### src/rtl/first_last_capture.sv
// Frame capture: records first byte, last byte and beat count of each framed
// stream and publishes {first, last} to the four-digit hex display decoder.
module first_last_capture #(
    parameter int DATA_W = 8,
    parameter int CNT_W  = 8
) (
    input  logic                clk,
    input  logic                rst_n,
    input  logic                clear,
    input  logic                hold,
    input  logic                in_valid,
    output logic                in_ready,
    input  logic [DATA_W-1:0]   in_data,
    input  logic                in_last,
    output logic [2*DATA_W-1:0] disp_word,
    output logic [CNT_W-1:0]    frame_len,
    output logic                len_sat,
    output logic                frame_done,
    output logic                drop_seen
);

    typedef enum logic [1:0] {
        IDLE,
        FRAME,
        PUBLISH
    } stateT;

    localparam logic [CNT_W-1:0] CNT_MAX = {CNT_W{1'b1}};

    stateT             state;
    stateT             nextState;
    logic [DATA_W-1:0] firstByte;
    logic [DATA_W-1:0] lastByte;
    logic [CNT_W-1:0]  beatCount;
    logic              accept;

    // A beat offered in the same cycle as clear is discarded with the frame.
    assign accept = in_valid & in_ready & ~clear;

    always_ff @(posedge clk or negedge rst_n) begin
        if (!rst_n) begin
            state <= IDLE;
        end else begin
            state <= nextState;
        end
    end

    always_comb begin
        nextState = state;
        if (clear) begin
            nextState = IDLE;
        end else begin
            case (state)
                IDLE:    if (accept) nextState = in_last ? PUBLISH : FRAME;
                FRAME:   if (accept && in_last) nextState = PUBLISH;
                PUBLISH: nextState = IDLE;
                default: nextState = IDLE;
            endcase
        end
    end

    // The publish cycle is the one bubble per frame; ready depends on state only.
    always_comb begin
        in_ready = (state != PUBLISH);
    end

    always_ff @(posedge clk or negedge rst_n) begin
        if (!rst_n) begin
            firstByte <= '0;
            lastByte  <= '0;
            beatCount <= '0;
        end else if (clear) begin
            firstByte <= '0;
            lastByte  <= '0;
            beatCount <= '0;
        end else if (accept) begin
            lastByte <= in_data;
            if (state == IDLE) begin
                firstByte <= in_data;
                beatCount <= CNT_W'(1);
            end else if (beatCount != CNT_MAX) begin
                beatCount <= beatCount + 1'b1;
            end
        end
    end

    // Hold only matters in the publish cycle: the finished frame is either
    // shown or dropped, and a drop is remembered until clear or reset.
    always_ff @(posedge clk or negedge rst_n) begin
        if (!rst_n) begin
            disp_word  <= '0;
            frame_len  <= '0;
            len_sat    <= 1'b0;
            frame_done <= 1'b0;
            drop_seen  <= 1'b0;
        end else if (clear) begin
            disp_word  <= '0;
            frame_len  <= '0;
            len_sat    <= 1'b0;
            frame_done <= 1'b0;
            drop_seen  <= 1'b0;
        end else begin
            frame_done <= 1'b0;
            if (state == PUBLISH) begin
                if (hold) begin
                    drop_seen <= 1'b1;
                end else begin
                    disp_word  <= {firstByte, lastByte};
                    frame_len  <= beatCount;
                    len_sat    <= (beatCount == CNT_MAX);
                    frame_done <= 1'b1;
                end
            end
        end
    end

endmodule

### config.mk
export PLATFORM = sky130hd
export DESIGN_NAME = first_last_capture
export DESIGN_NICKNAME = d
export VERILOG_FILES = /design/src/rtl/first_last_capture.sv
export SDC_FILE = /design/constraint.sdc
export NUM_CORES = 1
export LEC_CHECK = 0
export BUFFER_PORTS_ARGS = -buffer_cell sky130_fd_sc_hd__buf_2
export CAP_MARGIN = 25
export CORE_ASPECT_RATIO = 0.8
export CORE_MARGIN = 2
export CORE_UTILIZATION = 40
export CTS_CLUSTER_DIAMETER = 30
export CTS_CLUSTER_SIZE = 20
export DETAILED_ROUTE_END_ITERATION = 8
export PLACE_DENSITY = 0.71
export SYNTH_ARGS = -nofsm -noshare
export SYNTH_HDL_FRONTEND = slang
export SYNTH_SLANG_ARGS = --single-unit
### constraint.sdc
create_clock -name clk -period 3.1 [get_ports clk]
set_input_delay 0.155 -clock clk [delete_from_list [all_inputs] [get_ports clk]]
set_output_delay 0.155 -clock clk [all_outputs]
set_load 0.05 [all_outputs]
# Word level (Yosys, flattened, before mapping)
# Cells that the tools add are included.
[classes]
addsub = 1
eq_ne = 8
n_mux = 29
n_bitwise = 3
reduce_logical = 12
[ops]
columns = ["op", "count"]
rows = [
  ["2-to-1 mux 8 bit", 12],
  ["2-to-1 mux 16 bit", 3],
  ["AND reduction 2 bit", 5],
  ["2-to-1 mux 1 bit", 9],
  ["adder 8 x 1 -> 8 bit, second input constant", 1],
  ["equality test 8 bit, second input constant", 1],
  ["2-to-1 mux 2 bit", 4],
  ["!= test 8 bit, second input constant", 1],
  ["nonzero test 2 bit", 4],
  ["!= test 3 bit, second input constant", 2],
  ["!= test 2 bit, second input constant", 2],
  ["case mux 2 bit (2 select lines)", 1],
  ["nonzero test 3 bit", 1],
  ["bitwise AND 1 bit", 2],
  ["equality test 2 x 1 -> 1 bit, second input constant", 1],
  ["equality test 2 bit, second input constant", 1],
  ["logical NOT 2 bit", 1],
  ["logical AND 1 bit", 1],
  ["inverter 1 bit", 1],
]
[totals]
regBits = 53
input_bits = 14
wordCells = 62

# Logic depth before layout (Yosys ltp)
[logic_depth]
word_depth = 7
ltp_mapped = 6
mapped_depth_nobuf = 5

# Least setup slack after synthesis
# No wires, ideal clock.
[synth_timing]
path_kind = "register to register"
startpoint = "register beatCount[0]"
endpoint = "register beatCount[0]"
setup_ps = 136
arrival_time_ps = 1330
t_required_ps = 2964
slack_ps = 1634
stages_incl_launch_ff = 6
synth_period_minus_slack_ps = 1466
path_cell_list = "dfrtp_1 ha_1 nand3_1 nor3_4 mux2i_1 a211oi_2"
[synth_between]
elab_chain_cells = 5
elab_cells_between_ends = 8
cone_classes = "add/sub (1); eq/ne (1); mux (4); reduce/logical (2)"
[synth_rtl]
columns = ["element", "line_no", "text"]
rows = [
  ["start: declaration", "34", "logic [CNT_W-1:0] beatCount;"],
  ["start signal: assignment", "82", "beatCount <= beatCount + 1'b1;"],
  ["adder 8 x 1 -> 8 bit", "82", ""],
  ["2-to-1 mux 8 bit", "81", "end else if (beatCount != CNT_MAX) begin"],
  ["2-to-1 mux 8 bit", "78", "if (state == IDLE) begin"],
  ["2-to-1 mux 8 bit", "76", "end else if (accept) begin"],
  ["2-to-1 mux 8 bit", "72", "end else if (clear) begin"],
]
# Several ways; a longest one is shown, not always the timed one. The select of a mux whose other input is x is not followed.
# A chain may end at the register's enable or synchronous reset.

# Final worst setup path
[layout_timing]
startpoint = "register state[0]"
endpoint = "register disp_word[9]"
[layout_between]
elab_chain_cells = 3
[layout_rtl]
columns = ["element", "line_no", "text"]
rows = [
  ["start: declaration", "30", "stateT state;"],
  ["start signal: assignment", "44", "state <= nextState;"],
  ["equality test 2 bit", "104", "if (state == PUBLISH) begin"],
  ["nonzero test 2 bit (no source line)", "n/a", ""],
  ["AND reduction 2 bit (no source line)", "n/a", ""],
  ["end signal: assignment", "108", "disp_word <= {firstByte, lastByte};"],
  ["end: declaration", "15", "output logic [2*DATA_W-1:0] disp_word,"],
]
# No other way between the ends.

==> out/metrics.yaml <==
status:
  status: "completed"
final_layout:
  diodes: 0
  layout.nets: 245
  syn_to_final_growth_pct: 17.58
  drive_gt1_share_pct: 27.71
timing:
  worst_pin_slew_ps: 832.1
  slew-limit-headroom_pct: 44.53
  setup_viol_count_final: 0
  fin_crit_ps: 1934
  fin_skew_ps: 2.258
  rsz0062_at_grt: "false"
  drv_slew: 0
  hold_ws_ps: 61.50
  tns_ps: 0
  fmaxAchievable_ghz: 0.5170
  period_share_pct: 62.39
  finalHoldViolCount: 0
cts:
  ctsHtreeMaxLevel: 2
  cts_tree: "yes"
  cts_resized: 0
  clock_sinks: 53
  path_clk_slew_ps: 90
  clk_latency_ps: 300
  numCtsBuffers: 5
  cts-root-buf: "clkbuf_8"
  post_cts_buffers: 0
  hold_buffers: 1
  cts_buffer_depth: 2
floorplan:
  num_rows: 24
  core_area_mm2: 0.005405
  initial_core_util_pct: 40.95
  dieArea_mm2: 0.006148
  dieWidth_um: 87.17
  ios: 42
  die_h_um: 70.54
worst_setup_path:
  cp_slowest_cell: "nand2b_1"
  crit-reg2reg-launch: "state[0]"
  crit_start: "state[0]"
  cpPeakStageDelay_ps: 470
  r2r_cells: 5
  crit_cells: 5
  cp.required_ps: 3340
  crit_fanout: 16
  crit_type: "reg2reg"
  cp_cell_sequence: "nand2b_1, nor2_1, nor2_2, buf_4, a22o_1"
  worstSetupEndpointType: "flop"
  crit_arrival_ps: 2180
  cpLargestDelayFamily: "simple AND/OR/NAND/NOR gates"
  path_buf_inv: 1
  startpoint_type: "flop"
place:
  portBuffers: 41
  routabilityCongestion: 0.7578
  hpwl_mm: 3.310
drt:
  wl_per_cell_um: 15.98
  viasPerCell: 5.311
  drt_pass1_iterations: 4
  vias: 1572
  wl_mm: 4.731
  postRouteAntennaNets: 0
  drc: 0
  dr.first_iter.drc_count: 116
min_path:
  hold_path_depth: 2
  hp-start: "in_last"
  hold_path_class: "in2reg"
grt:
  track_usage_pct: 16.44
  grt_overflow: 0
  grt_max_degree: 39
  grt_pass1_vias: 1466
  antenna_found_initial: 0
  grt_pass1_wl_mm: 7.810
pwr:
  power_mw: 1.374
  power.leakage_nw: 1.311
  peakVddDrop_mv: 0.2963
  power_per_cell_area_mw_per_mm2: 528.0
logic_synthesis:
  yosys_warnings: 0
  synth-seq-cells: 53
  syn_area_mm2: 0.002213
  synth_cells: 191
  syn_area_per_cell_um2: 11.59
  synth_most_common_cell: "dfrtp_1"
  synth.cells.most_frequent: "dfrtp_1 (53), a22o_1 (24), nand2_1 (18)"
  synth_top_area_cell: "dfrtp_1"
  ys_async_sr_fraction_pct: 100.0
  ys_seq_area_share_pct: 59.92
  synth_top_area_share_pct: 59.92
  ys_types: 36
  synth_area_leaders: "dfrtp_1 (60%), a22o_1 (9.5%), mux2i_1 (4.1%)"
  synth_edf_count: 0
  ys.flop_type: "dfrtp_1"
  synth_fp_nets: 206
job:
  maxCapViolCount: 0
-- layout make-up --
cell class              count  area [µm²]
fillers                   521        2803
flip-flops and latches     53        1326
multi-input cells         120       804.5
repair buffers             45       237.7
well taps                  65       81.33
clock buffers               5       68.82
clock inverters             3       65.06
inverters                   5       18.77
-- registers in the layout, summed over array words and instances, names as in the netlist --
| name | flops |
|---|---|
| len_sat | 1 |
| firstByte | 8 |
| beatCount | 8 |
| frame_done | 1 |
| lastByte | 8 |
| frame_len | 8 |
| disp_word | 16 |
| drop_seen | 1 |
| state | 2 |
-- cell usage in the layout, fill, tap and decap left out, types with 2 or more instances in the layout --
cell,netlist,final
dfrtp_1,53,53
buf_2,5,41
a22o_1,24,24
nand2_1,18,18
nor2_1,14,14
nand3_1,14,14
a21oi_1,12,12
mux2i_1,9,9
inv_1,5,5
clkbuf_8,0,5
o211ai_1,3,3
or3_2,3,3
buf_4,2,3
nor3_4,2,2
nand3b_1,2,2
bufinv_16,0,2
-- where the power goes --
part / internal (mW) / switching [mW] / leakage [nW] / total [mW]
Clock: 0.321 / 0.225 / 0.0681 / 0.546
Combinational: 0.0325 / 0.0737 / 0.514 / 0.106
Sequential: 0.708 / 0.0136 / 0.728 / 0.722
-- through the flow --
| step | std cells | util [%] | worst slack, ps | instance area [µm²] |
|---|---|---|---|---|
| after floorplan | 191 | - | 1634 | 2213 |
| after global placement | 287 | 45.49 | 1258 | 2459 |
| after detailed placement | 287 | 45.49 | 1197 | 2459 |
| after CTS | 296 | 48.15 | 1159 | 2603 |
| after global routing | 296 | 48.15 | 974.5 | 2603 |
| final | 296 | 48.15 | 1166 | 2603 |
-- routing by layer --
metal	up-vias	part of all wire (%)	GRT usage, %	wire length (µm)
met4	0	0.30	4.615	14
met2	37	43	21.97	2014
met3	2	3.2	3.151	151
met5	-	0	0	0
met1	756	54	26.99	2551
li1	777	-	-	-
-- worst paths after layout --
check | end | slack [ps]
worst max-delay path | disp_word[9] | 1170
worst min-delay path | state[0] | 60
worst max register to register | disp_word[9] | 1170
worst min register to register | frame_len[5] | 500
max in group asynchronous | state[1] | 1900
min in group asynchronous | frame_len[1] | 480
-- cells by family after synthesis --
kind of cell | synth area share [%]
and+or+nand+nor | 14.87
muxes | 4.070
adders and majority gates | 0.5652
DFF | 59.92
AOI/OAI and AO/OA | 16.85
buffers and inverters | 3.730
No activity file was read; power rests on OpenSTA's default activity.
